## src/rtl/accum_share_sched.sv

```systemverilog
// accum_share_sched
//   Shares one accumulate engine between NUM_REQ requesters using round-robin arbitration.
//   Each requester owns a private accumulator context held inside this block.
//   One op flows IDLE (arbitrate/accept) -> EXEC (add, update context) -> RESP (hand off result).

module accum_share_sched #(
  parameter int NUM_REQ = 2,
  parameter int WIDTH   = 32
) (
  input  logic                          clk,
  input  logic                          rst_n,
  input  logic [NUM_REQ-1:0]            req_valid,
  output logic [NUM_REQ-1:0]            req_ready,
  input  logic [NUM_REQ*WIDTH-1:0]      req_data,
  input  logic [NUM_REQ-1:0]            req_bypass,
  input  logic [NUM_REQ-1:0]            req_clear,
  output logic                          rsp_valid,
  input  logic                          rsp_ready,
  output logic [$clog2(NUM_REQ)-1:0]    rsp_id,
  output logic [WIDTH-1:0]              rsp_data,
  output logic [WIDTH-1:0]              rsp_accum,
  output logic                          busy
);

  localparam int IDW = $clog2(NUM_REQ);

  typedef enum logic [1:0] {
    IDLE = 2'd0,
    EXEC = 2'd1,
    RESP = 2'd2
  } state_e;

  state_e           state_q, state_d;
  logic [IDW-1:0]   ptr_q, ptr_d;
  logic [IDW-1:0]   gnt_q, gnt_d;
  logic [WIDTH-1:0] data_q, data_d;
  logic             bypass_q, bypass_d;
  logic             clear_q, clear_d;
  logic [WIDTH-1:0] ctx_q [NUM_REQ];
  logic [WIDTH-1:0] ctx_d [NUM_REQ];
  logic             rspValid_q, rspValid_d;
  logic [IDW-1:0]   rspId_q, rspId_d;
  logic [WIDTH-1:0] rspData_q, rspData_d;
  logic [WIDTH-1:0] rspAccum_q, rspAccum_d;

  logic             grantFound;
  logic [IDW-1:0]   grantIdx;
  logic [WIDTH-1:0] ctxBase;
  logic [WIDTH-1:0] sum;

  // Round-robin search: the first valid requester starting at ptr wins.
  always_comb begin
    int idx;
    logic [IDW-1:0] cand;
    grantFound = 1'b0;
    grantIdx   = '0;
    idx        = 0;
    cand       = '0;
    for (int k = 0; k < NUM_REQ; k++) begin
      idx = int'(ptr_q) + k;
      if (idx >= NUM_REQ) begin
        idx = idx - NUM_REQ;
      end
      cand = IDW'(idx);
      if (!grantFound && req_valid[cand]) begin
        grantFound = 1'b1;
        grantIdx   = cand;
      end
    end
  end

  // One-hot accept, only while idle and never while reset is asserted.
  always_comb begin
    req_ready = '0;
    if (rst_n && (state_q == IDLE) && grantFound) begin
      req_ready[grantIdx] = 1'b1;
    end
  end

  // Shared adder: a clear makes the context look like zero, the carry out is dropped.
  always_comb begin
    ctxBase = clear_q ? '0 : ctx_q[gnt_q];
    sum     = ctxBase + data_q;
  end

  // Next-state and datapath updates for the IDLE -> EXEC -> RESP sequence.
  always_comb begin
    state_d    = state_q;
    ptr_d      = ptr_q;
    gnt_d      = gnt_q;
    data_d     = data_q;
    bypass_d   = bypass_q;
    clear_d    = clear_q;
    ctx_d      = ctx_q;
    rspValid_d = rspValid_q;
    rspId_d    = rspId_q;
    rspData_d  = rspData_q;
    rspAccum_d = rspAccum_q;
    unique case (state_q)
      IDLE: begin
        if (grantFound) begin
          gnt_d    = grantIdx;
          data_d   = req_data[grantIdx*WIDTH +: WIDTH];
          bypass_d = req_bypass[grantIdx];
          clear_d  = req_clear[grantIdx];
          state_d  = EXEC;
        end
      end
      EXEC: begin
        ctx_d[gnt_q] = sum;
        rspAccum_d   = sum;
        rspData_d    = bypass_q ? data_q : sum;
        rspId_d      = gnt_q;
        rspValid_d   = 1'b1;
        state_d      = RESP;
      end
      RESP: begin
        if (rspValid_q && rsp_ready) begin
          rspValid_d = 1'b0;
          ptr_d      = (gnt_q == IDW'(NUM_REQ - 1)) ? '0 : gnt_q + IDW'(1);
          state_d    = IDLE;
        end
      end
      default: begin
        state_d = IDLE;
      end
    endcase
  end

  // State, contexts and response registers; reset drops any in-flight op.
  always_ff @(posedge clk or negedge rst_n) begin
    if (!rst_n) begin
      state_q    <= IDLE;
      ptr_q      <= '0;
      gnt_q      <= '0;
      data_q     <= '0;
      bypass_q   <= 1'b0;
      clear_q    <= 1'b0;
      for (int i = 0; i < NUM_REQ; i++) begin
        ctx_q[i] <= '0;
      end
      rspValid_q <= 1'b0;
      rspId_q    <= '0;
      rspData_q  <= '0;
      rspAccum_q <= '0;
    end else begin
      state_q    <= state_d;
      ptr_q      <= ptr_d;
      gnt_q      <= gnt_d;
      data_q     <= data_d;
      bypass_q   <= bypass_d;
      clear_q    <= clear_d;
      ctx_q      <= ctx_d;
      rspValid_q <= rspValid_d;
      rspId_q    <= rspId_d;
      rspData_q  <= rspData_d;
      rspAccum_q <= rspAccum_d;
    end
  end

  assign rsp_valid = rspValid_q;
  assign rsp_id    = rspId_q;
  assign rsp_data  = rspData_q;
  assign rsp_accum = rspAccum_q;
  assign busy      = (state_q != IDLE);

  // Accept is at most one-hot and only ever offered from IDLE.
  always @(posedge clk) begin
    if (rst_n) begin
      assert ($onehot0(req_ready));
      assert ((state_q == IDLE) || (req_ready == '0));
    end
  end

endmodule

```

## config.mk

```make
export PLATFORM = sky130hd
export DESIGN_NAME = accum_share_sched
export DESIGN_NICKNAME = d
export VERILOG_FILES = /design/src/rtl/accum_share_sched.sv
export SDC_FILE = /design/constraint.sdc
export NUM_CORES = 1
export LEC_CHECK = 0
export ABC_AREA = 1
export ABC_CLOCK_PERIOD_IN_PS = 7400
export CAP_MARGIN = 20
export CORE_UTILIZATION = 30
export CTS_BUF_LIST = sky130_fd_sc_hd__clkbuf_2 sky130_fd_sc_hd__clkbuf_4 sky130_fd_sc_hd__clkbuf_8
export DETAILED_ROUTE_END_ITERATION = 10
export PLACE_DENSITY = 0.59
export SYNTH_ARGS = -nofsm -noshare
export SYNTH_HDL_FRONTEND = slang
export SYNTH_SLANG_ARGS = --single-unit
```

## constraint.sdc

```tcl
create_clock -name clk -period 7.4 [get_ports clk]
set_clock_uncertainty 0.05 [all_clocks]
set_input_delay 1.48 -clock clk [delete_from_list [all_inputs] [get_ports clk]]
set_output_delay 1.48 -clock clk [all_outputs]
set_load 0.02 [all_outputs]
```

==> run summary, run 1 <==
Final Critical Period: 5.09 ns
Max Fclk: 0.197 GHz
Util after Layout: 0.378
Async SR Flop Fraction: 1.00
Post-route ant nets: 0
Worst min path class: reg -> reg
Setup TNS: 0 ns
Vias in the first global route: 9,078
Crit Path Max Fanout: 35
Skew-Pair Late Insertion Delay: 0.47 ns
CTS tree: done
DR vias: 9,110
Slowest cell delay on critical path: 0.63 ns
Slowest cell on crit path: clkdlybuf4s50_1
Netlist cell types: 35
Rel. slew slack: 0.332
Diodes inserted: 0
Placed Instance Area: 11,600 um2
Synth area leaders: dfrtp_1 43%, nand2_1 18%, inv_1 6.1%, o21ai_0 5.8%, nor2_1 5.4%
Max-Cap Viols: 0
Slew @ Worst Pin: 1.00 ns
Port buffer count: 141
Gr ovfl total: 0
CP Launch Type: input pin
FF-to-FF path depth: 16
FF+latch count, synth: 168
FP Rows: 65
Clk root buf: clkbuf_8
Worst-path cell chain: clkdlybuf4s50_1 > nand2_1 > nand2_1 > buf_4 > inv_1 > nor3_1 > clkdlybuf4s50_1
LEAKAGE: 6.09 nW
Pin count of the biggest net entering global routing: 102
WL final: 29,700 um
Sequential share of the synthesized area: 0.431
Final Hold Vio Count: 0
Commonest non-fill, non-tap cell in the layout: nand2_1
Slew Viols, Final: 0
Post-Layout Inst Area: 12,000 um2
WP data arrival: 3.56 ns
WS Path Type: in -> out
GRT Overall Usage: 0.185
Avg Vias per Cell: 4.65
Starting Density: 0.307
First-pass GRT wire length: 48,400 um
# setup viols final: 0
HPWL Detailed: 20,800 um
1st-iter DRT viols: 657
H-tree depth: 4
P&R area growth vs syn: 23.3%
Primary FF master, synth: dfrtp_1
Tcrit/Tclk final: 0.687
Post-CTS Hold Buffers: 0
Cells after synthesis: 1,395
Post-CTS sizing: 0
Initial antenna violation count: 0
First-pass DRT Iterations: 5
Synthesized area per cell: 6.99 um2
DIE HEIGHT: 182 um
WL per Instance: 15.1 um
Final RePlAce weighted congestion: 0.910
RSZ-0062 raised after global routing: false
Run status: finished, final reports clean
# clock sinks: 168
Synth warn: 0
Layout cells sized above 1: 0.0518
Die area: 33,200 um2
WP data required: 5.87 ns
Setup Buffers After CTS: 0
Largest area contributor in the netlist: dfrtp_1
Cell area after synthesis: 9750 um2
Synth top area share: 0.431
Synth Net Count: 1,500
DRC: 0
Post-synth EDFFs: 0
Power per Cell Area: 560 nW/um2
DIE WIDTH: 182 um
Crit. End Element: output port
Core area: 31,800 um2
Peak supply drop: 0.174 mV
Hold Path Depth: 2
Layout Nets: 1,618
CTS Buf Count: 17
Number of top-level design ports: 142
Commonest cells after routing, fill and taps aside: 468 x nand2_1, 168 x dfrtp_1, 158 x inv_1
Clock Path Buffers: 2
Clock-pin transition on the worst setup and hold timing paths: 0.08 ns
metal layers:
metal | vias up | part of all wire | global-route usage
met1 | 4231 | 0.48 | 0.250
met3 | 20 | 0.047 | 0.0335
met5 | - | 0 | 0
met4 | 0 | 0.014 | 0.0474
li1 | 4651 | - | -
met2 | 208 | 0.46 | 0.305
cells in the mapped netlist, drive strengths merged, types with 8 or more instances:
master	n
o21ai	121
xnor2	8
inv	162
a21oi	82
buf	19
nor2	143
nand3	96
dfrtp	168
ha	31
o22ai	23
nand2	476
clkbuf	36
worst paths after layout:
path	endpoint	slack [ns]	startpoint
min	ctx_q[34]	0.43	ctx_q[34]
min in group asynchronous	rsp_valid	1.04	rst_n
min reg2reg	ctx_q[34]	0.43	ctx_q[34]
max reg2reg	rsp_data[28]	3.83	gnt_q
max in group asynchronous	ctx_q[46]	4.77	rst_n
max	req_ready[0]	2.31	req_valid[0]
metrics by stage:
stage	hold WS, ns	power (mW)	setup slack, ns	cells
final	0.428	6.73	2.31	1961
after global routing	0.451	7.43	2.16	1961
after CTS	0.429	6.77	2.31	1960
after detailed placement	0.408	5.98	2.32	1928
after global placement	0.403	5.91	2.32	1928
after floorplan	0.387	4.60	3.44	1395
registers in the layout, summed over array words and instances (netlist names), 2 cells and up:
register and cells:
ctx_q 64, data_q 32, rsp_accum 32, rsp_data 32
state_q 2
worst max-delay path: cells and delay by family:
family                 cells  cell delay (ns)
buffers and inverters      4             1.79
AND/OR/NAND/NOR            3             0.29
area by class of cell:
type	instances	area [um2]
fill	3368	19800
multi-input combinational	1009	4700
tap	435	544
timing repair buffer	154	1520
clock inverter	11	170
inverter	163	613
clock buffer	21	270
sequential	168	4200
where the power goes:
| part | total, mW | switching, mW | internal (mW) |
|---|---|---|---|
| Clock | 0.749 | 0.361 | 0.388 |
| Combinational | 4.33 | 2.83 | 1.50 |
| Sequential | 1.65 | 0.269 | 1.38 |
cells by family (layout without fill, tap and decap cells):
group	count (synthesis)	count (layout)	share of synthesized area
buffers and inverters	218	349	0.0872
AO/OA/AOI/OAI	232	232	0.125
XOR/XNOR	11	11	0.00988
flip-flops	168	168	0.431
adder cells (fa/ha/maj)	32	32	0.0418
AND/OR/NAND/NOR	734	734	0.305
No activity file was read; power rests on OpenSTA's default activity.
==> run 2, diff against run 1 <==
--- a/config.mk
+++ b/config.mk
@@ -6,7 +6,7 @@
 export NUM_CORES = 1
 export LEC_CHECK = 0
 export ABC_AREA = 1
-export ABC_CLOCK_PERIOD_IN_PS = 7400
+export ABC_CLOCK_PERIOD_IN_PS = 5250
 export CAP_MARGIN = 20
 export CORE_UTILIZATION = 30
 export CTS_BUF_LIST = sky130_fd_sc_hd__clkbuf_2 sky130_fd_sc_hd__clkbuf_4 sky130_fd_sc_hd__clkbuf_8
==> constraint.sdc (replaced) <==
create_clock -name clk -period 5.25 [get_ports clk]
set_clock_uncertainty 0.05 [all_clocks]
set_input_delay 1.05 -clock clk [delete_from_list [all_inputs] [get_ports clk]]
set_output_delay 1.05 -clock clk [all_outputs]
set_load 0.02 [all_outputs]
==> run 2 against run 1 <==
Via count is 0.13% lower. Global-route usage decreased by 0.058 points. Power grew 40%. Die area is the same. Combinational power up 41%. Sequential share of layout area is 0.051 points higher. Core utilization shrank 0.055 points. Clock power up 31%. Register-to-register slack got worse by 2.1 ns. Flip-flop and latch count unchanged. First-iteration DRC count shrank 3.7%. Non-clock buffer count increased by 2. Largest cell class unchanged. Highest routed layer unchanged.
==> run summary, run 2 (same netlist as run 1, synthesis figures left out) <==
Run status: finished, final reports clean
Crit. End Element: output port
Power per Cell Area: 785 nW/um2 (+40%)
HPWL Detailed: 21,200 um (+1.6%)
Clk root buf: clkbuf_8
Max reg flops: 64 (unchanged)
DRC: 0 (unchanged)
Final Hold Vio Count: 0 (unchanged)
Vias in the first global route: 8,691 (-4.3%)
P&R area growth vs syn: 23.1%
Post-CTS Hold Buffers: 0 (unchanged)
Rel. slew slack: 0.334 (+0.00203)
Die area: 33,200 um2 (unchanged)
Number of fill cells: 3,378 (+0.30%)
Setup TNS: 0 ns (unchanged)
# setup viols final: 0 (unchanged)
Final RePlAce weighted congestion: 0.893 (-2.0%)
RSZ-0062 raised after global routing: false
WS Path Type: in -> out
Worst Setup SP: req_valid[1]
Layout Nets: 1,620 (+0.12%)
Layout cells sized above 1: 0.0498 (-0.00193)
Gr ovfl total: 0 (unchanged)
Largest register by flop count: ctx_q
Worst-path cell chain: clkdlybuf4s50_1 > o21ai_1 > buf_4 > nor3_1 > clkdlybuf4s50_1
Post-route setup slack: 1.55 ns (-0.758 ns)
Pin count of the biggest net entering global routing: 67 (-34%)
Worst path top cell family by delay: buffers and inverters
Tcrit/Tclk final: 0.704
DIE HEIGHT: 182 um (unchanged)
Avg Vias per Cell: 4.64 (about the same)
Core area: 31,800 um2 (unchanged)
WP data arrival: 2.60 ns (-0.96 ns)
Worst min path class: in -> async
Diodes inserted: 0 (unchanged)
Post-route ant nets: 0 (unchanged)
Clock-pin transition on the worst setup and hold timing paths: 0.08 ns (about the same)
Setup Buffers After CTS: 0 (unchanged)
Slew @ Worst Pin: 0.998 ns (-0.00305 ns)
# clock sinks: 168 (unchanged)
FF-to-FF path depth: 16 (unchanged)
Most used cell, CP: clkdlybuf4s50_1
CTS tree: done
Worst slack, placed: 1.56 ns (-0.766 ns)
Max Fclk: 0.271 GHz
Slowest cell delay on critical path: 0.62 ns (about the same)
PnR Total Power: 9.42 mW (+40%)
CP Launch Type: input pin
Commonest non-fill, non-tap cell in the layout: nand2_1
Slowest cell on crit path: clkdlybuf4s50_1
Slew Viols, Final: 0 (unchanged)
Initial antenna violation count: 0 (unchanged)
Crit Path Max Fanout: 13 (-63%)
Crit path depth: 5 (-2)
Clock Path Buffers: 2 (unchanged)
Max-Cap Viols: 0 (unchanged)
CTS Buf Count: 17 (unchanged)
Buf+Inv Stages, Crit Path: 3 (-1)
Hold_ws: 0.425 ns (-0.00384 ns)
Starting Density: 0.307 (unchanged)
Port buffer count: 141 (unchanged)
GRT Overall Usage: 0.185 (-0.000583)
Skew-Pair Late Insertion Delay: 0.47 ns (about the same)
WL final: 29,700 um (+0.29%)
LEAKAGE: 6.08 nW (about the same)
Worst R2R Start: gnt_q
Final Critical Period: 3.70 ns
1st-iter DRT viols: 633 (-3.7%)
Peak supply drop: 0.271 mV (+55%)
First-pass DRT Iterations: 7 (+2)
Number of top-level design ports: 142 (unchanged)
RR Endpoint: rsp_data[20]
R2R Setup Slk: 1.73 ns (-2.10 ns)
WL per Instance: 15.2 um (+0.34%)
Setup crit end: req_ready[0]
DIE WIDTH: 182 um (unchanged)
H-tree depth: 4 (unchanged)
Commonest cells after routing, fill and taps aside: 468 x nand2_1, 168 x dfrtp_1, 158 x inv_1
Post-CTS sizing: 0 (unchanged)
First-pass GRT wire length: 48,000 um (-0.86%)
FP Rows: 65 (unchanged)
DR vias: 9,098 (-0.13%)
WP data required: 4.15 ns (-1.72 ns)
==> run 2: cell types whose count changed in the layout (fill, tap and decap cells not counted) <==
cell        change
buf_16          +1
buf_4           +2
buf_8           -1
bufinv_16       -1
clkbuf_4        -1
clkbuf_8        +1
clkinvlp_4      -1
inv_6           -1
nor2_1          +2
nor2_2          -2
==> run 2: metrics by stage <==
step | area, um2 | std cells | util
floorplan | 9750 | 1395 | -
global placement | 11600 | 1930 | 0.364
detailed placement | 11600 | 1930 | 0.364
CTS | 12000 | 1959 | 0.377
global route | 12000 | 1960 | 0.377
finish | 12000 | 1960 | 0.377
==> run 2: how the worst min path moves through the flow <==
stage                end  slack [ns]
2_1_floorplan  ctx_q[34]        0.39
3_3_place_gp   ctx_q[34]        0.40
3_5_place_dp   ctx_q[34]        0.41
4_1_cts        rsp_valid        0.42
5_1_grt        rsp_valid        0.43
6_report       rsp_valid        0.42
==> run 2: worst register-to-register path: cells and delay by family, from the launching register on <==
family          cells  cell delay [ns]
compound gates      2             0.32
fa+ha+maj           2             0.74
simple gates       10             1.18
buf+inv             2             0.78
flops               1             0.34
==> run 2: area by class of cell <==
| cell class | count | area (um2) | share of cell area |
|---|---|---|---|
| sequential | 168 | 4200 | 0.350 |
| multi-input combinational | 1009 | 4700 | 0.391 |
| clock buffer | 21 | 277 | 0.0230 |
| clock inverter | 8 | 124 | 0.0103 |
| inverter | 163 | 613 | 0.0511 |
| tap | 435 | 544 | 0.0453 |
| timing repair buffer | 156 | 1550 | 0.129 |
==> run 2: report_power, final <==
group	internal, mW	switching [mW]	total (mW)
Clock	0.498	0.483	0.980
Combinational	2.13	3.97	6.10
Sequential	1.94	0.394	2.34
==> run 2: layer usage <==
metal,global-route usage,share of wire,vias up
met5,0,0,-
met4,0.0487,0.010,0
met3,0.0196,0.045,18
met2,0.300,0.46,219
met1,0.260,0.49,4217
li1,-,-,4644
==> run 3, diff against run 2 <==
--- a/config.mk
+++ b/config.mk
@@ -6,12 +6,12 @@
 export NUM_CORES = 1
 export LEC_CHECK = 0
 export ABC_AREA = 1
-export ABC_CLOCK_PERIOD_IN_PS = 5250
+export ABC_CLOCK_PERIOD_IN_PS = 3300
 export CAP_MARGIN = 20
 export CORE_UTILIZATION = 30
 export CTS_BUF_LIST = sky130_fd_sc_hd__clkbuf_2 sky130_fd_sc_hd__clkbuf_4 sky130_fd_sc_hd__clkbuf_8
 export DETAILED_ROUTE_END_ITERATION = 10
-export PLACE_DENSITY = 0.59
+export PLACE_DENSITY = 0.61
 export SYNTH_ARGS = -nofsm -noshare
 export SYNTH_HDL_FRONTEND = slang
 export SYNTH_SLANG_ARGS = --single-unit
==> constraint.sdc (replaced) <==
create_clock -name clk -period 3.3 [get_ports clk]
set_clock_uncertainty 0.05 [all_clocks]
set_input_delay 0.66 -clock clk [delete_from_list [all_inputs] [get_ports clk]]
set_output_delay 0.66 -clock clk [all_outputs]
set_load 0.02 [all_outputs]
==> run 3 against run 2 <==
Register-to-register slack worse by 1.3 ns. Sequential power up 59%. Clock power increased by 73%. Largest cell class unchanged. Core utilization is 0.39 points higher. Critical path depth stayed put. Hold slack better by 0.0053 ns. Cell area increased by 1.0%. Combinational power increased by 60%. Setup slack got worse by 1.2 ns.
==> run summary, run 3 (same netlist as run 1, synthesis figures left out) <==
Gr ovfl total: 0 (unchanged)
Placed Cells: 1,938 (+0.41%)
# clock sinks: 168 (unchanged)
Avg Vias per Cell: 4.62 (-0.49%)
Multi-input gate area: 4700 um2 (unchanged)
Final Critical Period: 2.92 ns
CTS tree: done
Slew @ Worst Pin: 0.910 ns (-0.0882 ns)
DIE WIDTH: 182 um (unchanged)
Slowest cell delay on critical path: 0.63 ns (about the same)
CP Launch Type: input pin
1st-iter DRT viols: 623 (-1.6%)
Run status: finished, final reports clean
Number of top-level design ports: 142 (unchanged)
Max Fclk: 0.342 GHz
Max-Cap Viols: 0 (unchanged)
Initial antenna violation count: 1 (+1)
# setup viols final: 0 (unchanged)
Vias in the first global route: 8,904 (+2.5%)
DR vias: 9,104 (+0.066%)
Crit path depth: 5 (unchanged)
Worst-path cell chain: dlygate4sd3_1 > buf_6 > inv_1 > nor3_1 > clkdlybuf4s50_1
FP Rows: 65 (unchanged)
Power per Cell Area: 1250 nW/um2 (+60%)
RSZ-0062 raised after global routing: false
Commonest non-fill, non-tap cell in the layout: nand2_1
GRT Overall Usage: 0.186 (+0.00157)
Setup TNS: 0 ns (unchanged)
FF/Latch Area: 4200 um2 (unchanged)
First-pass GRT wire length: 48,400 um (+0.92%)
Largest register by flop count: ctx_q
Crit Path Max Fanout: 3 (-10)
P&R area growth vs syn: 24.4%
Final Hold Vio Count: 0 (unchanged)
DRC: 0 (unchanged)
Final Instance Count excl. Fillers: 1,971 (+0.56%)
PnR Total Power: 15.2 mW (+61%)
Layout cells sized above 1: 0.0560 (+0.00615)
Worst min path class: reg -> reg
Clock network fraction of total power: 0.112 (+0.008)
Hold Path Depth: 2
WS Path Type: in -> out
Port buffer count: 141 (unchanged)
Tcrit/Tclk final: 0.886
Slew Viols, Final: 0 (unchanged)
Crit. End Element: output port
Number of fill cells: 3,382 (+0.12%)
Commonest cells after routing, fill and taps aside: 468 x nand2_1, 168 x dfrtp_1, 158 x inv_1
Diodes inserted: 0 (unchanged)
Peak supply drop: 0.405 mV (+49%)
Post-CTS sizing: 0 (unchanged)
WL final: 29,900 um (+0.47%)
Core area: 31,800 um2 (unchanged)
Post-route ant nets: 0 (unchanged)
Seq pwr share: 0.244 (-0.004)
WL per Instance: 15.2 um (about the same)
Buf+Inv Stages, Crit Path: 4 (+1)
Rel. slew slack: 0.393 (+0.0598)
Worst path top cell family by delay: buffers and inverters
Layout Nets: 1,628 (+0.49%)
WP data required: 2.59 ns (-1.56 ns)
Clk root buf: clkbuf_8
Util after Layout: 0.381 (+0.00389)
WP data arrival: 2.21 ns (-0.39 ns)
DIE HEIGHT: 182 um (unchanged)
Clock-pin transition on the worst setup and hold timing paths: 0.09 ns (about the same)
Pin count of the biggest net entering global routing: 168 (+150%)
HPWL Detailed: 21,700 um (+2.4%)
H-tree depth: 4 (unchanged)
P_int: 7.43 mW (+62%)
First-pass DRT Iterations: 5 (-2)
FF-to-FF path depth: 14 (-2)
Starting Density: 0.307 (unchanged)
Max reg flops: 64 (unchanged)
Slowest cell on crit path: clkdlybuf4s50_1
LEAKAGE: 6.15 nW (+1.1%)
CTS Buf Count: 17 (unchanged)
Clock Path Buffers: 2 (unchanged)
Die area: 33,200 um2 (unchanged)
Switch share: 0.512 (-0.00269)
Switching pwr: 7.78 mW (+61%)
Final RePlAce weighted congestion: 0.898 (+0.57%)
Skew-Pair Late Insertion Delay: 0.47 ns (about the same)
Combinational share of power: 0.644 (-0.004)
==> run 3: worst register-to-register path, delay by kind of cell (launching register included) <==
kind            cells  cell delay, ns
xor+xnor            1            0.43
simple gates        9            0.90
fa+ha+maj           1            0.50
buf+inv             2            0.38
flops               1            0.39
compound gates      1            0.15
==> run 3: power groups by stage <==
| stage | logic [mW] | registers, mW | clock network, mW |
|---|---|---|---|
| 6_report | 9.79 | 3.71 | 1.70 |
| 5_1_grt | 11.1 | 3.85 | 1.85 |
| 4_1_cts | 9.84 | 3.73 | 1.76 |
| 3_5_place_dp | 9.78 | 3.76 | 0 |
| 3_3_place_gp | 9.68 | 3.75 | 0 |
| 2_1_floorplan | 6.27 | 4.04 | 0 |
==> run 3: through the flow <==
step / hold WS [ns] / instance area, um2 / setup slack, ns
floorplan: 0.314 / 9750 / 0.826
global placement: 0.401 / 11700 / 0.481
detailed placement: 0.405 / 11700 / 0.466
CTS: 0.432 / 12100 / 0.366
global route: 0.455 / 12100 / 0.133
finish: 0.430 / 12100 / 0.376
==> run 3: what timing repair did <==
action / 4_1_cts / 5_1_grt
hold buffers: 1 / 0
endpoints found under the hold margin: 1 / 0
buffers inserted: 0 / 0
==> run 3: worst paths after layout <==
check | startpoint | end | slack [ns]
worst max-delay path | rst_n | req_ready[0] | 0.38
worst min-delay path | ctx_q[52] | ctx_q[52] | 0.43
worst max register to register | gnt_q | rsp_data[16] | 0.40
worst min register to register | ctx_q[52] | ctx_q[52] | 0.43
max in group asynchronous | rst_n | rsp_accum[20] | 1.61
min in group asynchronous | rst_n | rsp_accum[2] | 0.48
==> run 3: final cells by class <==
class | instances | area share
inverters | 163 | 0.0506
clock buffers | 22 | 0.0239
well taps | 435 | 0.0449
multi-input cells | 1009 | 0.387
clock inverters | 10 | 0.0137
flip-flops and latches | 168 | 0.347
repair buffers | 164 | 0.133
==> run 3: per-layer routing <==
metal	global-route usage	vias up	routed length, um
met3	0.0269	17	1140
li1	-	4668	-
met1	0.263	4229	14800
met5	0	-	0
met4	0.0383	0	257
met2	0.302	190	13600
==> RTL edit (flow settings as in run 2) <==
`WIDTH`: 32 -> 16.
--- a/src/rtl/accum_share_sched.sv
+++ b/src/rtl/accum_share_sched.sv
@@ -6,5 +6,5 @@
 module accum_share_sched #(
   parameter int NUM_REQ = 2,
-  parameter int WIDTH   = 32
+  parameter int WIDTH   = 16
 ) (
   input  logic                          clk,
Interface: changed (resized req_data, rsp_accum and rsp_data); port bits go from 142 to 78. The function was not compared with the original's and may differ.
==> RTL edit against run 2 <==
  * Sequential cell count shrank 80
  * Die area fell by 51%
  * Register-to-register slack gained 0.29 ns
  * Design area shrank 51%
  * Synthesized cell count is 54% lower
  * Sequential power down 46%
  * Core utilization grew 0.65 points
  * Count of clock-buffer cells in the layout shrank 11
  * Area after synthesis is 51% lower
  * Worst setup slack worse by 0.31 ns
  * Wire length shrank 58%
  * Power decreased by 52%
==> RTL edit: results (changes against run 2) <==
routing:
  viasPerCell: 4.57  # -1.5%
  vias: 4247  # -53%
  drt_iter0_drc: 186  # -71%
  drt-met1-wl_microns: 6520  # -55%
  dr_wl_met2_microns: 5340  # -61%
  firstDrtPassIters: 5  # -2
grt:
  grt_max_degree: 47  # -30%
  grt_pass1_vias: 4080  # -53%
  grt_pass1_wl_microns: 21000  # -56%
  grt_util_met1_pct: 23.8  # -2.2 points
  grt_util_all_layers_pct: 16.5  # -1.9 points
  use_met2_pct: 25.1  # -5.0 points
cells_and_area:
  nets: 771  # -52%
  finalInstanceArea_sq_um: 5900  # -51%
  final_layout_size_suffix_gt1_share_pct: 5.01  # +0.030 points
  fillers: 1596  # -53%
  largest_register_ffs: 32  # -50%
yosys:
  yosys-top-cells-count: "nand2_1 (188), dfrtp_1 (88), nor2_1 (62)"
  synth.yosys.seq_area_share_pct: 46.1  # +3.0 points
  syn_nets: 703  # -53%
  yosys-top-cells-area: "dfrtp_1 (46%), nand2_1 (15%), a21oi_1 (5.3%)"
  syn_avg_cell_area_sq_um: 7.39  # +5.8%
place:
  dpl_cell_area_sq_um: 5740  # -50%
  placed_cells: 914  # -53%
  pre_cts_slack_ns: 1.24  # -0.318 ns
  gp_congestion: 0.820  # -8.2%
  io_buffer_count: 77  # -45%
  dp_hpwl_microns: 9270  # -56%
power:
  leakagePower_uw: 0.00288  # -53%
  ir_drop_mv: 0.297  # +9.7%
  p_int_uw: 2220  # -52%
sta:
  maxSlewHeadroom_pct: 39.1  # +5.7 points
clocking:
  clkLatencyLatePin_ns: 0.36  # -0.11 ns
worst_setup_path:
  cp.arrival_ns: 2.91  # +0.31 ns
  crit_path_max_fanout: 20  # +7
  crit_start: "req_valid[0]"
status:
  status: "completed"
hold_path:
  holdCritPathClass: "flip-flop to flip-flop"
## RTL edit: cell types whose count changed after synthesis, moves of 13 or more
cell,run 2,this run
nand2_1,468,188
inv_1,159,60
dfrtp_1,168,88
nor2_1,140,62
o21ai_0,112,44
nand3_1,93,48
a21oi_1,82,51
clkbuf_1,36,10
ha_1,31,15
o22ai_1,23,9
o21ai_1,6,19
## RTL edit: path summary, 6_finish.rpt
kind / endpoint / slack (ns) / depth (start not counted)
hold / removal: ctx_q[28] / 0.43 / 2
hold reg to reg: ctx_q[28] / 0.43 / 2
setup / recovery: req_ready[0] / 1.24 / 7
max in group asynchronous: ctx_q[29] / 3.54 / 2
setup reg to reg: rsp_data[14] / 2.02 / 15
min in group asynchronous: rsp_data[3] / 0.62 / 1
## RTL edit: logic make-up after synthesis
kind of cell / synth area share (%)
AOI/OAI and AO/OA: 13.6
xor gates and xnor gates: 0.550
adders and majority gates: 4.35
buffers and inverters: 7.78
DFF: 46.1
and+or+nand+nor: 27.6
## RTL edit: area by class of cell
| cell class | count | area share, % |
|---|---|---|
| tap | 211 | 4.47 |
| timing repair buffer | 83 | 13.8 |
| inverter | 68 | 4.32 |
| sequential | 88 | 37.3 |
| multi-input combinational | 464 | 37.3 |
| clock inverter | 5 | 0.572 |
| clock buffer | 10 | 2.23 |
## RTL edit: power by group through the flow
stage	Sequential, uW	Clock (uW)	Combinational, uW
floorplan	1340	0	1890
global placement	1270	0	2810
detailed placement	1280	0	2830
CTS	1270	430	2850
global route	1310	459	3230
finish	1270	417	2830
## RTL edit: worst max-delay path: stages
cell	delay, ns
clkdlybuf4s50_1	0.47
nand2_1	0.07
nand2_2	0.26
inv_1	0.07
buf_4	0.20
nor3_1	0.15
clkdlybuf4s50_1	0.63
